==> config.mk <==
export PLATFORM = sky130hd
export DESIGN_NAME = enemy_bomb
export DESIGN_NICKNAME = d
export VERILOG_FILES = /design/src/rtl/enemy_bomb.sv
export SDC_FILE = /design/constraint.sdc
export NUM_CORES = 1
export LEC_CHECK = 0
export ABC_AREA = 1
export BUFFER_PORTS_ARGS = -buffer_cell sky130_fd_sc_hd__buf_2
export CAP_MARGIN = 0
export CORE_AREA = 2 2 97 99
export DETAILED_ROUTE_END_ITERATION = 12
export DIE_AREA = 0 0 99 101
export PLACE_DENSITY = 0.94
export SYNTH_ARGS = -nofsm -noshare
export SYNTH_HDL_FRONTEND = slang
export SYNTH_SLANG_ARGS = --single-unit
==> constraint.sdc <==
create_clock -name clk -period 6.1 [get_ports clk]
set_clock_uncertainty 0.1 [all_clocks]
set_input_delay 1.22 -clock clk [delete_from_list [all_inputs] [get_ports clk]]
set_output_delay 1.22 -clock clk [all_outputs]
set_load 0.01 [all_outputs]
==> src/rtl/enemy_bomb.sv <==
// enemy_bomb: alien projectile. A pseudo-random cooldown picks when to fire,
// a probe walks the fleet columns from a random start to find a live alien,
// the bomb then falls one step per frame until it lands on the paddle (one
// cycle paddle_hit pulse) or leaves the bottom of the screen.
//
// Ports:
//   clk, rst_n           clock and synchronous active-low reset
//   enable               game running; low parks the block in IDLE
//   frame_tick           one-cycle pulse per video frame
//   fleet_x, fleet_y     fleet origin, sampled only at spawn
//   alive_cols           bit c set: fleet column c has a live alien
//   paddle_x             paddle left edge
//   hcount, vcount       pixel scan position
//   bomb_active          bomb in flight
//   bomb_x, bomb_y       bomb top-left corner
//   paddle_hit           one-cycle pulse when the bomb lands on the paddle
//   pixel_on, pixel_rgb  registered bomb pixel and colour (0 when off)

`timescale 1ns/1ps

module enemy_bomb #(
    parameter int          HRES        = 1280,
    parameter int          VRES        = 720,
    parameter int          BOMB_W      = 4,
    parameter int          BOMB_H      = 16,
    parameter int          BOMB_SPEED  = 8,
    parameter logic [23:0] BOMB_COLOR  = 24'hFF3030,
    parameter int          PADDLE_W    = 50,
    parameter int          PADDLE_H    = 20,
    parameter int          ENEMY_W     = 32,
    parameter int          ENEMY_H     = 28,
    parameter int          COL_PITCH   = 48,
    parameter int          FIRE_PERIOD = 60
) (
    input  logic        clk,
    input  logic        rst_n,
    input  logic        enable,
    input  logic        frame_tick,
    input  logic [10:0] fleet_x,
    input  logic [9:0]  fleet_y,
    input  logic [7:0]  alive_cols,
    input  logic [10:0] paddle_x,
    input  logic [10:0] hcount,
    input  logic [9:0]  vcount,
    output logic        bomb_active,
    output logic [10:0] bomb_x,
    output logic [9:0]  bomb_y,
    output logic        paddle_hit,
    output logic        pixel_on,
    output logic [23:0] pixel_rgb
);

    // Wide enough for FIRE_PERIOD plus the largest random extra (15).
    localparam int CD_W = $clog2(FIRE_PERIOD + 16);

    typedef enum logic [1:0] {
        StIdle,
        StArm,
        StFall,
        StHit
    } state_e;

    state_e      state_q, state_d;
    logic [15:0] lfsr_q, lfsr_d;
    logic [CD_W-1:0] cooldown_q, cooldown_d;
    logic [CD_W-1:0] cooldown_reload;
    logic [2:0]  col_q, col_d;
    logic [2:0]  probe_q, probe_d;
    logic [10:0] bomb_x_q, bomb_x_d;
    logic [9:0]  bomb_y_q, bomb_y_d;
    logic        pixel_on_q;
    logic [23:0] pixel_rgb_q;

    // 12-bit position intermediates: no sum below can wrap.
    logic [11:0] spawn_x12;
    logic [11:0] spawn_y12;
    logic [11:0] fall_y12;
    logic [11:0] bomb_x12;
    logic [11:0] bomb_y12;
    logic [11:0] paddle_x12;
    logic [11:0] hcount12;
    logic [11:0] vcount12;
    logic        spawn_ok;
    logic        over_paddle;
    logic        reach_paddle;
    logic        reach_floor;
    logic        pixel_hit;

    // Fibonacci LFSR, taps 16,14,13,11. Maximal length, so a non-zero seed
    // never reaches the all-zero lock-up state.
    always_comb begin
        lfsr_d = {lfsr_q[14:0], lfsr_q[15] ^ lfsr_q[13] ^ lfsr_q[12] ^ lfsr_q[10]};
    end

    always_comb begin
        cooldown_reload = CD_W'(FIRE_PERIOD) + CD_W'(lfsr_q[3:0]);

        bomb_x12   = 12'(bomb_x_q);
        bomb_y12   = 12'(bomb_y_q);
        paddle_x12 = 12'(paddle_x);
        hcount12   = 12'(hcount);
        vcount12   = 12'(vcount);

        spawn_x12 = 12'(fleet_x) + 12'(col_q) * 12'(COL_PITCH)
                  + 12'((ENEMY_W - BOMB_W) / 2);
        spawn_y12 = 12'(fleet_y) + 12'(ENEMY_H);
        fall_y12  = bomb_y12 + 12'(BOMB_SPEED);

        // A bomb that would start partly off-screen is not fired at all.
        spawn_ok = (spawn_x12 + 12'(BOMB_W) <= 12'(HRES))
                && (spawn_y12 + 12'(BOMB_H) < 12'(VRES));

        over_paddle  = (bomb_x12 < paddle_x12 + 12'(PADDLE_W))
                    && (bomb_x12 + 12'(BOMB_W) > paddle_x12);
        reach_paddle = (fall_y12 + 12'(BOMB_H) >= 12'(VRES - PADDLE_H));
        reach_floor  = (fall_y12 + 12'(BOMB_H) >= 12'(VRES));

        pixel_hit = (state_q == StFall)
                 && (hcount12 >= bomb_x12) && (hcount12 < bomb_x12 + 12'(BOMB_W))
                 && (vcount12 >= bomb_y12) && (vcount12 < bomb_y12 + 12'(BOMB_H));
    end

    always_comb begin
        state_d    = state_q;
        cooldown_d = cooldown_q;
        col_d      = col_q;
        probe_d    = probe_q;
        bomb_x_d   = bomb_x_q;
        bomb_y_d   = bomb_y_q;

        if (!enable) begin
            // Disable wins over any tick or pending hit in the same cycle.
            state_d    = StIdle;
            cooldown_d = cooldown_reload;
        end else begin
            unique case (state_q)
                StIdle: begin
                    if (cooldown_q == '0) begin
                        state_d = StArm;
                        col_d   = lfsr_q[2:0];
                        probe_d = '0;
                    end else if (frame_tick) begin
                        cooldown_d = cooldown_q - 1'b1;
                    end
                end

                StArm: begin
                    if (alive_cols == '0) begin
                        state_d    = StIdle;
                        cooldown_d = cooldown_reload;
                    end else if (alive_cols[col_q]) begin
                        if (spawn_ok) begin
                            state_d  = StFall;
                            bomb_x_d = spawn_x12[10:0];
                            bomb_y_d = spawn_y12[9:0];
                        end else begin
                            state_d    = StIdle;
                            cooldown_d = cooldown_reload;
                        end
                    end else if (probe_q == 3'd7) begin
                        state_d    = StIdle;
                        cooldown_d = cooldown_reload;
                    end else begin
                        col_d   = col_q + 3'd1;
                        probe_d = probe_q + 3'd1;
                    end
                end

                StFall: begin
                    // Moves only from FALL, so the spawn cycle never moves.
                    if (frame_tick) begin
                        if (reach_paddle && over_paddle) begin
                            state_d  = StHit;
                            bomb_y_d = fall_y12[9:0];
                        end else if (reach_floor) begin
                            // Off-screen position is never written out.
                            state_d    = StIdle;
                            cooldown_d = cooldown_reload;
                        end else begin
                            bomb_y_d = fall_y12[9:0];
                        end
                    end
                end

                StHit: begin
                    state_d    = StIdle;
                    cooldown_d = cooldown_reload;
                end

                default: begin
                    state_d    = StIdle;
                    cooldown_d = cooldown_reload;
                end
            endcase
        end
    end

    always_ff @(posedge clk) begin
        if (!rst_n) begin
            state_q     <= StIdle;
            lfsr_q      <= 16'hACE1;
            cooldown_q  <= CD_W'(FIRE_PERIOD);
            col_q       <= '0;
            probe_q     <= '0;
            bomb_x_q    <= '0;
            bomb_y_q    <= '0;
            pixel_on_q  <= 1'b0;
            pixel_rgb_q <= '0;
        end else begin
            state_q     <= state_d;
            lfsr_q      <= lfsr_d;
            cooldown_q  <= cooldown_d;
            col_q       <= col_d;
            probe_q     <= probe_d;
            bomb_x_q    <= bomb_x_d;
            bomb_y_q    <= bomb_y_d;
            pixel_on_q  <= pixel_hit;
            pixel_rgb_q <= pixel_hit ? BOMB_COLOR : 24'h0;
        end
    end

    assign bomb_active = (state_q == StFall);
    assign paddle_hit  = (state_q == StHit);
    assign bomb_x      = bomb_x_q;
    assign bomb_y      = bomb_y_q;
    assign pixel_on    = pixel_on_q;
    assign pixel_rgb   = pixel_rgb_q;

endmodule

### After elaboration in Yosys (flattened, before gate mapping)

Index checks and enable logic that the tools add are counted.

| cells by class | value |
|---|---|
| add/sub/neg operators | 14 |
| $mul | 1 |
| order comparisons | 11 |
| eq/ne operators | 21 |
| mux-type cells | 40 |
| bitwise gates (word level) | 4 |
| reductions and logical operators | 18 |

Operator list:

| cell | number |
|---|---|
| $mux W7 | 10 |
| $mux W10 | 6 |
| $pmux W7 S4 | 1 |
| $add A11 B5 Y12 const B | 2 |
| $ge A12 B10 Y1 const B | 2 |
| $lt A11 B12 Y1 | 2 |
| $mux W24 | 1 |
| $mux W3 | 8 |
| $add A10 B5 Y11 const B | 2 |
| $pmux W10 S2 | 1 |
| $mux W2 | 8 |
| $ne A2 B2 Y1 const B | 7 |
| $reduce_and A7 Y1 | 2 |
| $add A11 B3 Y12 const B | 1 |
| $add A11 B6 Y12 const B | 1 |
| $add A11 B9 Y12 | 1 |
| $add A12 B3 Y12 const B | 1 |
| $add A12 B4 Y12 const B | 1 |
| $gt A12 B11 Y1 | 1 |
| $le A12 B11 Y1 const B | 1 |
| $lt A12 B10 Y1 const B | 1 |
| $ne A3 B3 Y1 const B | 4 |
| $pmux W3 S2 | 2 |
| $add A10 B4 Y11 const B | 1 |
| other kinds (29) | 42 |

| word-level totals | value |
|---|---|
| flip-flop bits (word level) | 77 |
| bits of input ports | 65 |
| output and inout bits | 48 |
| logic and storage cells | 118 |

### Longest topological paths before layout

| depth | value |
|---|---|
| depth after elaboration | 11 |
| mapped depth | 22 |
| gate-level depth less buffers | 21 |

### Least setup slack after synthesis

Ideal clock, no wire load.

| path | value |
|---|---|
| path type | input-to-reg |
| start | input port paddle_x[1] |
| end | register bomb_y_q[9], in the netlist bomb_y[9] |
| setup time | 114 ps |
| arrival | 3296 ps |
| required time | 5886 ps |
| setup slack | 2590 ps |
| stages on the path | 19 |
| path through | ha_1 -> a21oi_1 -> nand2_1 -> nand2_1 -> xor2_1 -> ha_1 -> nand2_1 -> inv_1 -> nor3_1 -> nor2_1 -> nor2_1 -> nand2_1 -> nor2_1 -> nand2_2 -> nand3_4 -> nand3_4 -> buf_6 -> a21oi_1 -> nor2_1 |

| between the ends | value |
|---|---|
| longest elaborated chain between the ends | 7 |
| elaborated cells between the ends (all ways) | 10 |
| classes of those cells | 1 x add/sub; 2 x order compare; 1 x eq/ne; 3 x mux; 3 x reduce/logical |

RTL lines:

| what | RTL line | source |
|---|---|---|
| from (decl) | 42 | `input logic [10:0] paddle_x,` |
| $add A11 B6 Y12 | 113 | `over_paddle = (bomb_x12 < paddle_x12 + 12'(PADDLE_W))` |
| $lt A11 B12 Y1 | 113 |  |
| $logic_and A1 B1 Y1 (*) | 114 | `&& (bomb_x12 + 12'(BOMB_W) > paddle_x12);` |
| $logic_and A1 B1 Y1 (*) | 172 | `if (reach_paddle && over_paddle) begin` |
| $mux W10 | 172 |  |
| $mux W10 | 171 | `if (frame_tick) begin` |
| $pmux W10 S2 | 136 | `unique case (state_q)` |
| to (signal assigned) | 216 | `bomb_y_q <= bomb_y_d;` |
| to (decl) | 70 | `logic [9:0] bomb_y_q, bomb_y_d;` |

Every way passes the cells marked *; elsewhere a longest branch is shown, timed or not. The select of a mux whose other input is x is not followed.
A chain may end at the register's enable or synchronous reset.

### Worst setup path in the final report

| path | value |
|---|---|
| start | register col_q[0] |
| end | register bomb_x_q[9], in the netlist bomb_x[9] |

| between the ends | value |
|---|---|
| longest elaborated chain between the ends | 7 |
| elaborated cells between the ends (all ways) | 9 |
| classes of those cells | 3 x add/sub; 1 x mul; 1 x order compare; 2 x mux; 2 x reduce/logical |

RTL lines:

| what | RTL line | source |
|---|---|---|
| from (decl) | 67 | `logic [2:0] col_q, col_d;` |
| from (signal assigned) | 213 | `col_q <= col_d;` |
| $mul A3 B2 Y5 | 104 | `spawn_x12 = 12'(fleet_x) + 12'(col_q) * 12'(COL_PITCH)` |
| $add A11 B9 Y12 | 104 |  |
| $add A12 B4 Y12 | 105 | `+ 12'((ENEMY_W - BOMB_W) / 2);` |
| $add A12 B3 Y12 | 110 | `spawn_ok = (spawn_x12 + 12'(BOMB_W) <= 12'(HRES))` |
| $le A12 B11 Y1 | 110 |  |
| $logic_and A1 B1 Y1 | 111 | `&& (spawn_y12 + 12'(BOMB_H) < 12'(VRES));` |
| $reduce_and A5 Y1 (no source line) | -- |  |
| to (signal assigned) | 215 | `bomb_x_q <= bomb_x_d;` |
| to (decl) | 69 | `logic [10:0] bomb_x_q, bomb_x_d;` |

Parallel ways exist; a longest one is shown, timed or not. The select of a mux whose other input is x is not followed.

==> results.py <==
metrics = {
    "clock_network": {
        "cts_root_buffer": "sky130_fd_sc_hd__clkbuf_8",
        "cts_sinks": 53,
        "clock_transition_at_the_registers_of_the_reported_paths_ns": 0.10,
        "hold_buffers": 0,
        "ctsLongestPathBuffers": 2,
        "buffers_inserted_during_post_cts_setup_optimization": 0,
        "cts_tree": "yes",
        "postCtsResizedCells": 0,
        "cts-buffers-inserted": 5,
        "cts.htree.levels": 2,
        "clkLatencyLatePin_ns": 0.32,
    },
    "floorplan": {
        "core_area_sq_mm": 0.00898,
        "start_util_pct": 59.3,
        "dieArea_sq_mm": 0.0100,
        "io-pin-count": 113,
        "chipWidth_um": 99,
        "die_y_um": 101,
        "core.rowCount": 35,
    },
    "power_and_ir_drop": {
        "power.ir.vdd_worst_uv": 99.8,
        "finalPower_mw": 0.747,
        "static-leakage-power_nw": 3.30,
        "power.density_cell_area_mw_per_mm2": 127,
    },
    "route": {
        "detail_route.wl_per_cell_um": 12.4,
        "drtIter0Drc": 280,
        "antenna_left": 0,
        "dr.pass1.iters": 6,
        "routed_vias": 5456,
        "via_per_inst": 5.39,
        "totalWireLength_um": 12600,
        "remaining_drc_errors": 0,
    },
    "grt": {
        "antenna_found_initial": 0,
        "grt_first_pass_wirelength_um": 21100,
        "groute.usage.overall_pct": 25.1,
        "via_count_of_the_first_global_routing_pass": 4877,
        "largest_net_degree_at_the_start_of_global_routing": 37,
        "globalRouteOverflowTotal": 0,
    },
    "place": {
        "dp_slack_ns": 2.00,
        "numPortBuffers": 100,
        "place.detailed.hpwl_um": 10300,
        "gp_congestion": 0.881,
    },
    "timing": {
        "final_setup_tns_ns": 0,
        "tcrit_tclk_final_pct": 62.3,
        "setup_viol": 0,
        "grt_setup_unrepaired": "false",
        "final_hold_violating_endpoints": 0,
        "max_slew.worst_pin.slew_ns": 0.768,
        "report.final.slew_viol_count": 0,
        "slew-limit-headroom_pct": 48.3,
        "max_clock_freq_ghz": 0.263,
        "layout_min_cycle_time_ns": 3.80,
        "holdWs_ns": 0.323,
        "setup_slack_ns": 2.30,
    },
    "critical_path": {
        "worstPathRequired_ns": 6.25,
        "slowest_delay_ns": 0.59,
        "critical_path.slowest_cell": "sky130_fd_sc_hd__nand4_1",
        "worst_path_most_repeated_cell": "sky130_fd_sc_hd__nand2_1",
        "cp_num_buf_inv": 0,
        "worst_ep_arrival_time_ns": 3.96,
        "criticalPathCategory": "flip-flop to flip-flop",
        "critical_path.cell_chain": "ha_1, fa_1, xor2_1, ha_1, a21oi_1, nand3_1, nand2_1, nand2_1, nand3_1, nand2_1, nand2_1, nand2_1, nand2_1, nand4_1, nor2_1, a21oi_1, nor2_1",
        "critPathCaptureType": "flip-flop",
        "timing.critical_path.max_delay_family": "simple AND/OR/NAND/NOR gates",
        "timing.critical_path.from_type": "flip-flop",
        "timing.critical_path.fanout_max": 22,
    },
    "finish": {
        "diodes": 0,
        "finalCoreUtilization_pct": 65.4,
        "final_net_count": 1046,
        "layout-area-overhead-vs-synth_pct": 10.2,
        "drive_above_1_share_pct": 14.9,
        "num-fill-cells": 809,
    },
    "synthesis": {
        "postSynthAreaPerCell_sq_um": 6.51,
        "syn_area_sq_mm": 0.00533,
        "synthesis.instances": 818,
        "yosysWarningCount": 0,
        "yosys.cell_types.count": 44,
        "seq_area_frac_synth_pct": 19.9,
        "synth_seq_cells": 53,
    },
    "status": {
        "run_status": "complete, no violations",
    },
    "min_path": {
        "min-delay-path-class": "flip-flop to flip-flop",
    },
    "run": {
        "cap_violations": 0,
    },
}
area by class of cell:
class,count,area (sq um),area share [%]
well taps,111,139,2.37
clock buffers,5,68.8,1.17
clock inverters,3,26.3,0.448
multi-input cells,614,3600,61.3
inverters,127,477,8.12
flip-flops and latches,53,1060,18.1
repair buffers,100,500,8.53
report_power, final:
part	internal [mW]	leakage (nW)	switching, mW
Sequential	0.358	0.433	0.00917
Combinational	0.0687	2.82	0.100
Clock	0.0837	0.0423	0.127
Total	0.510	3.30	0.237
cells in the final DEF (no fill, tap or decap), types with 3 or more instances in the layout:
master and instances:
sky130_fd_sc_hd__a21oi_1 58, sky130_fd_sc_hd__buf_2 100, sky130_fd_sc_hd__nand2_2 3, sky130_fd_sc_hd__dfxtp_1 53
sky130_fd_sc_hd__nand3_1 54, sky130_fd_sc_hd__nor2_1 79, sky130_fd_sc_hd__xnor2_1 6, sky130_fd_sc_hd__nand3b_1 3
sky130_fd_sc_hd__xor2_1 20, sky130_fd_sc_hd__clkbuf_8 5, sky130_fd_sc_hd__nor4_1 4, sky130_fd_sc_hd__ha_1 79
sky130_fd_sc_hd__inv_1 125, sky130_fd_sc_hd__nor3_1 10, sky130_fd_sc_hd__or2_2 11, sky130_fd_sc_hd__conb_1 12
sky130_fd_sc_hd__nand2_1 192, sky130_fd_sc_hd__nand4_1 13, sky130_fd_sc_hd__o21ai_0 40
registers in the layout, summed over array words and instances, names as in the netlist:
signal,cells
bomb_x,11
bomb_y,10
state_q,2
pixel_rgb,1
col_q,3
lfsr_q,16
cooldown_q,7
probe_q,3
synth_stat cells (all sizes together):
library cell / n / share of area, %
a21o: 2 / 0.28
nand2: 196 / 14
o2111ai: 2 / 0.33
xnor2: 6 / 0.99
nor2: 81 / 5.9
buf: 29 / 4.0
dfxtp: 53 / 20
clkbuf: 6 / 0.42
o21a: 1 / 0.14
xor2: 21 / 3.6
o21bai: 2 / 0.28
nand3: 58 / 6.1
inv: 127 / 9.0
nand4: 13 / 1.5
nand3b: 3 / 0.42
nor4: 5 / 0.87
o22ai: 1 / 0.12
and2: 1 / 0.12
a31oi: 2 / 0.23
conb: 1 / 0.070
o21ai: 43 / 4.1
o211ai: 1 / 0.14
a21oi: 58 / 5.4
o211a: 1 / 0.19
ha: 79 / 19
or4: 1 / 0.14
or2: 11 / 1.3
a211oi: 2 / 0.28
fa: 1 / 0.38
nor3: 10 / 0.94
o311a: 1 / 0.19
routing by layer:
layer / track usage [%] / vias up / wire length (um)
li1: - / 2776 / -
met1: 30.8 / 2431 / 5380
met2: 45.9 / 224 / 6110
met3: 2.91 / 25 / 828
met4: 7.90 / 0 / 238
met5: 0 / - / 0
final timing paths:
check,startpoint,endpoint,slack (ns),depth (start not counted)
setup / recovery,col_q[0],bomb_x[9],2.30,17
hold / removal,lfsr_q[9],lfsr_q[10],0.32,1
setup reg to reg,col_q[0],bomb_x[9],2.30,17
hold reg to reg,lfsr_q[9],lfsr_q[10],0.32,1
worst register-to-register path: stages (launching register included):
cell                      delay, ns
sky130_fd_sc_hd__dfxtp_1       0.41
sky130_fd_sc_hd__ha_1          0.29
sky130_fd_sc_hd__fa_1          0.39
sky130_fd_sc_hd__xor2_1        0.15
sky130_fd_sc_hd__ha_1          0.36
sky130_fd_sc_hd__a21oi_1       0.24
sky130_fd_sc_hd__nand3_1       0.11
sky130_fd_sc_hd__nand2_1       0.07
sky130_fd_sc_hd__nand2_1       0.07
sky130_fd_sc_hd__nand3_1       0.11
sky130_fd_sc_hd__nand2_1       0.06
sky130_fd_sc_hd__nand2_1       0.06
sky130_fd_sc_hd__nand2_1       0.05
sky130_fd_sc_hd__nand2_1       0.10
sky130_fd_sc_hd__nand4_1       0.59
sky130_fd_sc_hd__nor2_1        0.37
sky130_fd_sc_hd__a21oi_1       0.09
sky130_fd_sc_hd__nor2_1        0.12
cell families after synthesis:
family          after synthesis  share of synthesized area [%]
simple gates                379                           31.4
buf+inv                     162                           13.3
compound gates              116                           11.7
fa+ha+maj                    80                           18.9
flops                        53                           19.9
xor+xnor                     27                           4.58
other cells                   1                         0.0704
through the flow:
step	instances	cell area, sq um
finish	1013	5870
global route	1013	5870
CTS	1013	5870
detailed placement	1005	5770
global placement	1005	5770
floorplan	829	5370
(Power assumes the default switching activity.)
